File: config.mk
export PLATFORM = sky130hd
export DESIGN_NAME = biriscv_branch_arb
export DESIGN_NICKNAME = d
export VERILOG_FILES = /design/src/rtl/biriscv_branch_arb_pkg.sv /design/src/rtl/biriscv_branch_fifo.sv /design/src/rtl/biriscv_branch_arb.sv
export SDC_FILE = /design/constraint.sdc
export NUM_CORES = 1
export LEC_CHECK = 0
export ABC_AREA = 1
export BUFFER_PORTS_ARGS = -buffer_cell sky130_fd_sc_hd__buf_2
export CAP_MARGIN = 20
export CELL_PAD_IN_SITES_DETAIL_PLACEMENT = 1
export CELL_PAD_IN_SITES_GLOBAL_PLACEMENT = 1
export CORE_AREA = 2 2 188 190
export CTS_BUF_LIST = sky130_fd_sc_hd__clkbuf_8
export DETAILED_ROUTE_END_ITERATION = 8
export DIE_AREA = 0 0 190 192
export GPL_TIMING_DRIVEN = 0
export MAX_ROUTING_LAYER = met4
export PLACE_DENSITY = 0.9
export RECOVER_POWER = 50
export SYNTH_ARGS = -nofsm -noshare
export SYNTH_HDL_FRONTEND = slang
export SYNTH_SLANG_ARGS = --single-unit
File: constraint.sdc
create_clock -name clk_i -period 7.3 [get_ports clk_i]
set_clock_uncertainty 0.1 [all_clocks]
set_input_delay 1.095 -clock clk_i [delete_from_list [all_inputs] [get_ports clk_i]]
set_output_delay 1.095 -clock clk_i [all_outputs]
set_load 0.02 [all_outputs]
File: src/rtl/biriscv_branch_arb_pkg.sv
// Shared entry layout for the branch predictor update queue.
// Each 69-bit entry is {source[31:0], pc[31:0], taken, not_taken, call, ret, jmp}, MSB first.
package biriscv_branch_arb_pkg;

  localparam int BP_SOURCE_W = 32;
  localparam int BP_PC_W     = 32;
  localparam int BP_ATTR_W   = 5;
  localparam int BP_ENTRY_W  = BP_SOURCE_W + BP_PC_W + BP_ATTR_W;

  typedef struct packed {
    logic [BP_SOURCE_W-1:0] source;
    logic [BP_PC_W-1:0]     pc;
    logic                   taken;
    logic                   not_taken;
    logic                   call;
    logic                   ret;
    logic                   jmp;
  } bp_entry_t;

  // Add 0..2 drops to an 8-bit counter, clamping at 255.
  function automatic logic [7:0] sat_add_drops(input logic [7:0] count, input logic [1:0] drops);
    logic [8:0] sum;
    sum = {1'b0, count} + {7'd0, drops};
    return sum[8] ? 8'hFF : sum[7:0];
  endfunction

endpackage

File: src/rtl/biriscv_branch_fifo.sv
// Two-write, one-read storage for predictor updates.
// Slot 0 is written at the write pointer and slot 1 after it; push1_i is only ever set together with push0_i.
module biriscv_branch_fifo
  import biriscv_branch_arb_pkg::*;
#(
  parameter int DEPTH = 4,
  localparam int PW = $clog2(DEPTH),
  localparam int LW = PW + 1
) (
  input  logic          clk_i,
  input  logic          rst_i,
  input  logic          push0_i,
  input  logic          push1_i,
  input  bp_entry_t     data0_i,
  input  bp_entry_t     data1_i,
  input  logic          pop_i,
  output bp_entry_t     head_o,
  output logic [LW-1:0] level_o
);

  bp_entry_t     ram_q [DEPTH];
  logic [PW-1:0] wr_ptr_q;
  logic [PW-1:0] rd_ptr_q;
  logic [LW-1:0] level_q;
  logic [PW-1:0] wr_ptr_next;

  assign wr_ptr_next = wr_ptr_q + PW'(1);

  // Data storage carries no reset; its contents only matter while level is non-zero.
  always_ff @(posedge clk_i) begin
    if (push0_i)
      ram_q[wr_ptr_q] <= data0_i;
    if (push1_i)
      ram_q[wr_ptr_next] <= data1_i;
  end

  // Pointers wrap naturally because DEPTH is a power of two.
  always_ff @(posedge clk_i or posedge rst_i) begin
    if (rst_i) begin
      wr_ptr_q <= '0;
      rd_ptr_q <= '0;
      level_q  <= '0;
    end else begin
      wr_ptr_q <= wr_ptr_q + PW'(push0_i) + PW'(push1_i);
      rd_ptr_q <= rd_ptr_q + PW'(pop_i);
      level_q  <= level_q + LW'(push0_i) + LW'(push1_i) - LW'(pop_i);
    end
  end

  assign head_o  = ram_q[rd_ptr_q];
  assign level_o = level_q;

endmodule

File: src/rtl/biriscv_branch_arb.sv
// Merges resolved branches from two issue lanes into the predictor update queue.
// When space runs short the younger lane (lane1) is discarded first, and every discard is counted.
module biriscv_branch_arb
  import biriscv_branch_arb_pkg::*;
#(
  parameter int DEPTH = 4,
  localparam int LW = $clog2(DEPTH) + 1
) (
  input  logic          clk_i,
  input  logic          rst_i,

  input  logic          lane0_request_i,
  input  logic          lane0_is_taken_i,
  input  logic          lane0_is_not_taken_i,
  input  logic          lane0_is_call_i,
  input  logic          lane0_is_ret_i,
  input  logic          lane0_is_jmp_i,
  input  logic [31:0]   lane0_source_i,
  input  logic [31:0]   lane0_pc_i,

  input  logic          lane1_request_i,
  input  logic          lane1_is_taken_i,
  input  logic          lane1_is_not_taken_i,
  input  logic          lane1_is_call_i,
  input  logic          lane1_is_ret_i,
  input  logic          lane1_is_jmp_i,
  input  logic [31:0]   lane1_source_i,
  input  logic [31:0]   lane1_pc_i,

  output logic          bp_valid_o,
  input  logic          bp_ready_i,
  output logic          bp_is_taken_o,
  output logic          bp_is_not_taken_o,
  output logic          bp_is_call_o,
  output logic          bp_is_ret_o,
  output logic          bp_is_jmp_o,
  output logic [31:0]   bp_source_o,
  output logic [31:0]   bp_pc_o,

  output logic          stall_o,
  output logic [7:0]    drop_count_o,
  output logic [LW-1:0] level_o
);

  localparam logic [LW:0] DEPTH_L = (LW+1)'(DEPTH);

  bp_entry_t   lane0_entry;
  bp_entry_t   lane1_entry;
  bp_entry_t   slot0_entry;
  bp_entry_t   head;
  logic [LW-1:0] level;
  logic [LW:0] free;
  logic        pop;
  logic        accept0;
  logic        accept1;
  logic [1:0]  drops;
  logic [7:0]  drop_count_q;

  assign lane0_entry = '{source: lane0_source_i, pc: lane0_pc_i, taken: lane0_is_taken_i,
                         not_taken: lane0_is_not_taken_i, call: lane0_is_call_i,
                         ret: lane0_is_ret_i, jmp: lane0_is_jmp_i};
  assign lane1_entry = '{source: lane1_source_i, pc: lane1_pc_i, taken: lane1_is_taken_i,
                         not_taken: lane1_is_not_taken_i, call: lane1_is_call_i,
                         ret: lane1_is_ret_i, jmp: lane1_is_jmp_i};

  assign pop  = bp_valid_o & bp_ready_i;
  // A pop in the same cycle frees its slot for this cycle's pushes.
  assign free = DEPTH_L - {1'b0, level} + (LW+1)'(pop);

  always_comb begin
    accept0 = 1'b0;
    accept1 = 1'b0;
    if (lane0_request_i && lane1_request_i) begin
      accept0 = (free >= (LW+1)'(1));
      accept1 = (free >= (LW+1)'(2));
    end else if (lane0_request_i) begin
      accept0 = (free >= (LW+1)'(1));
    end else if (lane1_request_i) begin
      accept1 = (free >= (LW+1)'(1));
    end
  end

  assign drops       = 2'(lane0_request_i & ~accept0) + 2'(lane1_request_i & ~accept1);
  assign slot0_entry = accept0 ? lane0_entry : lane1_entry;

  always_ff @(posedge clk_i or posedge rst_i) begin
    if (rst_i)
      drop_count_q <= 8'd0;
    else
      drop_count_q <= sat_add_drops(drop_count_q, drops);
  end

  biriscv_branch_fifo #(.DEPTH(DEPTH)) u_fifo (
    .clk_i   (clk_i),
    .rst_i   (rst_i),
    .push0_i (accept0 | accept1),
    .push1_i (accept0 & accept1),
    .data0_i (slot0_entry),
    .data1_i (lane1_entry),
    .pop_i   (pop),
    .head_o  (head),
    .level_o (level)
  );

  assign bp_valid_o        = (level != '0);
  assign bp_is_taken_o     = head.taken;
  assign bp_is_not_taken_o = head.not_taken;
  assign bp_is_call_o      = head.call;
  assign bp_is_ret_o       = head.ret;
  assign bp_is_jmp_o       = head.jmp;
  assign bp_source_o       = head.source;
  assign bp_pc_o           = head.pc;

  assign stall_o      = (level > LW'(DEPTH - 2));
  assign drop_count_o = drop_count_q;
  assign level_o      = level;

endmodule

==> flow_metrics.py <==
metrics = {
    "timing": {
        "min_period_ns": 5.38,
        "timing.fmax_mhz": 186,
        "final_hold_viol_count": 0,
        "tightest_slew_ns": 1.09,
        "setup_tns_ns": 0,
        "rsz0062_at_grt": "false",
        "slew_headroom": 0.273,
        "timing.final.crit_share": 0.737,
        "maxSlewViolCount": 0,
        "finalSetupViolations": 0,
        "finalWorstSetupSlack_ns": 1.92,
    },
    "detailed_routing": {
        "vias": 17700,
        "top_layer": "met4",
        "met3WireLength_um": 7350,
        "wire_per_inst_um": 25.1,
        "wl_met1_um": 25200,
        "wl_met2_um": 32600,
        "drt-initial-drc-count": 1976,
        "drc_errors": 0,
        "wl_um": 68500,
        "viasPerCell": 6.48,
        "ant_nets": 0,
        "drtPass1Iterations": 7,
    },
    "setup_path": {
        "crit_end": "u_fifo.ram_q[2][26]",
        "path_class": "flop to flop",
        "crit_path_end_kind": "flop",
        "crit_fanout": 54,
        "worstReg2RegStart": "u_fifo.level_o[1]",
        "arrival_ns": 5.57,
        "startpoint": "u_fifo.level_o[1]",
        "reg2reg_slack_ns": 1.92,
        "r2r-end": "u_fifo.ram_q[2][26]",
        "rr_worst_depth": 15,
        "crit_required_ns": 7.49,
        "critical_path.startpoint_type": "flop",
    },
    "global_routing": {
        "grt_max_degree": 55,
        "grt_pass1_vias": 18200,
        "grt_pass1_wl_um": 103000,
        "antenna_found_initial": 3,
        "gr-total-overflow": 0,
        "grt_usage": 0.381,
    },
    "clocking": {
        "cts_tree": "built",
        "cts.sinks": 291,
        "clkTransAtPathRegs_ns": 0.06,
        "cts-resized-gates": 0,
        "hold_buffers": 0,
        "h-tree-depth": 2,
        "postCtsSetupBuffers": 0,
        "cts_made_buffers": 49,
        "clockRootBuffer": "clkbuf_8",
        "clkLatencyLatePin_ns": 0.61,
        "cts_max_path_buffers": 3,
    },
    "synthesis": {
        "syn_area_um2": 16700,
        "syn_nets": 2108,
        "synth_seq_area_share": 0.520,
        "avgSynthCellArea_um2": 8.54,
        "synthCells": 1952,
        "ys.flop_type": "edfxtp_1",
        "async_reset_ff_frac": 0.0515,
        "yosysUniqueCellTypes": 28,
        "synth-seq-cells": 291,
        "synth-edff-count": 276,
        "yosysWarnings": 0,
    },
    "final_layout": {
        "areaGrowthSynthToFinish_pct": 15.8,
        "fillers": 4242,
        "layout.cells.non_filler": 2729,
        "drive_above_1_share": 0.149,
        "final_area_um2": 19300,
        "nets": 2386,
    },
    "placement": {
        "placed_cell_area_um2": 18500,
        "place_congestion": 0.904,
        "post-place-cells": 2634,
        "dpl_worst_slack_ns": 2.38,
        "dp_hpwl_um": 44800,
        "io_buffers": 223,
    },
    "power_and_ir_drop": {
        "p_int_uw": 4590,
        "vdd_drop_max_uv": 226,
        "p_sw_uw": 4560,
        "seq_power_share": 0.327,
        "leakagePower_uw": 0.00826,
        "p_sw_frac": 0.498,
        "clkPwrFrac": 0.147,
        "p_per_area_nw_per_um2": 473,
        "combinationalPowerShare": 0.526,
    },
    "outcome": {
        "outcome": "completed",
    },
    "floorplanning": {
        "chipHeight_um": 192,
        "die_x_um": 190,
        "core_area_um2": 34300,
        "start_util": 0.486,
        "core.rowCount": 68,
        "io_pins": 225,
        "fp.dieArea_um2": 36500,
    },
    "flow_run": {
        "maxCapViolCount": 0,
    },
    "worst_hold_path": {
        "hp-class": "flop to flop",
    },
}
-- power by group through the flow --
stage          Combinational [uW]  Sequential, uW  Clock [uW]
2_1_floorplan                2760            3010           0
3_3_place_gp                 4390            3060           0
3_5_place_dp                 4680            3010           0
4_1_cts                      4730            2980        1330
5_1_grt                      5100            3030        1400
6_report                     4810            2990        1340
-- cell type report --
class,count,area (um2),share of cell area
inverter,103,387,0.0200
tap,455,569,0.0295
sequential,291,8660,0.449
timing repair buffer,227,1210,0.0625
clock inverter,41,170,0.00881
clock buffer,49,674,0.0349
multi-input combinational,1389,6910,0.358
buffer,169,716,0.0371
antenna,5,12.5,0.000648
-- synth_stat cells (2+ instances only) --
cell | number | area, um2
a21oi_1 | 2 | 10.0
nand4_1 | 208 | 1300
nand2_1 | 443 | 1660
xor2_1 | 2 | 17.5
dfrtp_1 | 15 | 375
fa_1 | 4 | 80.1
buf_4 | 2 | 15.0
edfxtp_1 | 276 | 8290
nand3_2 | 3 | 30.0
nand3b_1 | 70 | 526
ha_1 | 9 | 113
clkbuf_1 | 84 | 315
inv_1 | 101 | 379
xnor2_1 | 2 | 17.5
buf_1 | 15 | 56.3
o22ai_1 | 69 | 432
buf_2 | 68 | 340
o21ai_0 | 141 | 706
nor2_1 | 148 | 556
nand3_1 | 282 | 1410
-- sequential cells by signal (all words and copies together) (netlist names) --
| register | count |
|---|---|
| drop_count_o | 8 |
| u_fifo.wr_ptr_q | 2 |
| u_fifo.level_o | 3 |
| u_fifo.rd_ptr_q | 2 |
| u_fifo.ram_q | 276 |
-- cell usage in the layout (no fill, tap or decap) --
cell	n
nand3_1	283
and3_1	1
nand2_4	3
clkinv_2	7
nand3_2	2
nor2_1	148
xnor2_1	2
buf_16	4
a21oi_1	2
or2_2	1
ha_1	9
nand4_1	208
clkbuf_8	49
inv_1	119
clkinv_1	15
diode_2	5
a31oi_1	1
dfrtp_1	15
nand3b_1	70
edfxtp_1	276
o22ai_1	69
buf_1	15
nor2_2	1
o21ai_0	141
clkbuf_1	109
buf_4	2
nand2_1	441
clkinvlp_4	2
fa_1	4
or2_1	1
xor2_1	2
inv_2	1
buf_2	266
-- metrics by stage --
step | hold slack [ns] | utilization | total power [uW]
2_1_floorplan | 0.432 | - | 5770
3_3_place_gp | 0.427 | 0.536 | 7450
3_5_place_dp | 0.456 | 0.540 | 7690
4_1_cts | 0.468 | 0.564 | 9040
5_1_grt | 0.497 | 0.563 | 9530
6_report | 0.475 | 0.563 | 9140
-- kinds of logic (layout without fill, tap and decap cells) --
logic type | after synthesis | after routing | synth area share
AO/OA/AOI/OAI | 213 | 213 | 0.0692
XOR/XNOR | 4 | 4 | 0.00210
adder cells (fa/ha/maj) | 13 | 13 | 0.0116
buffers and inverters | 272 | 589 | 0.0668
flip-flops | 291 | 291 | 0.520
other | 0 | 5 | 0
AND/OR/NAND/NOR | 1159 | 1159 | 0.331
-- critical path, stage by stage (launching register included) --
cell      delay [ns]
dfrtp_1         0.40
inv_1           0.20
nand3_1         0.15
nand2_1         0.12
ha_1            0.17
inv_1           0.05
ha_1            0.19
or2_1           0.21
nand2_1         0.11
nand2_1         0.58
nand2_1         0.64
clkbuf_1        0.52
nand3_1         0.37
nand2_1         0.16
nand2_1         0.54
buf_16          0.48
-- worst min-delay path by stage --
| stage | startpoint | slack (ns) | endpoint | cells after the start |
|---|---|---|---|---|
| after floorplan | u_fifo.rd_ptr_q[0] | 0.43 | u_fifo.rd_ptr_q[0] | 1 |
| after global placement | drop_count_o[7] | 0.43 | drop_count_o[7] | 2 |
| after detailed placement | drop_count_o[7] | 0.46 | drop_count_o[7] | 2 |
| after CTS | drop_count_o[7] | 0.47 | drop_count_o[7] | 2 |
| after global routing | drop_count_o[7] | 0.50 | drop_count_o[7] | 2 |
| final | drop_count_o[7] | 0.47 | drop_count_o[7] | 2 |
-- routing by layer --
layer  up-vias  global-route usage
met3       281              0.0658
met4         0               0.219
li1       7563                   -
met1      8600               0.457
met2      1232               0.610
met5         -                   -
(Power assumes the default switching activity.)
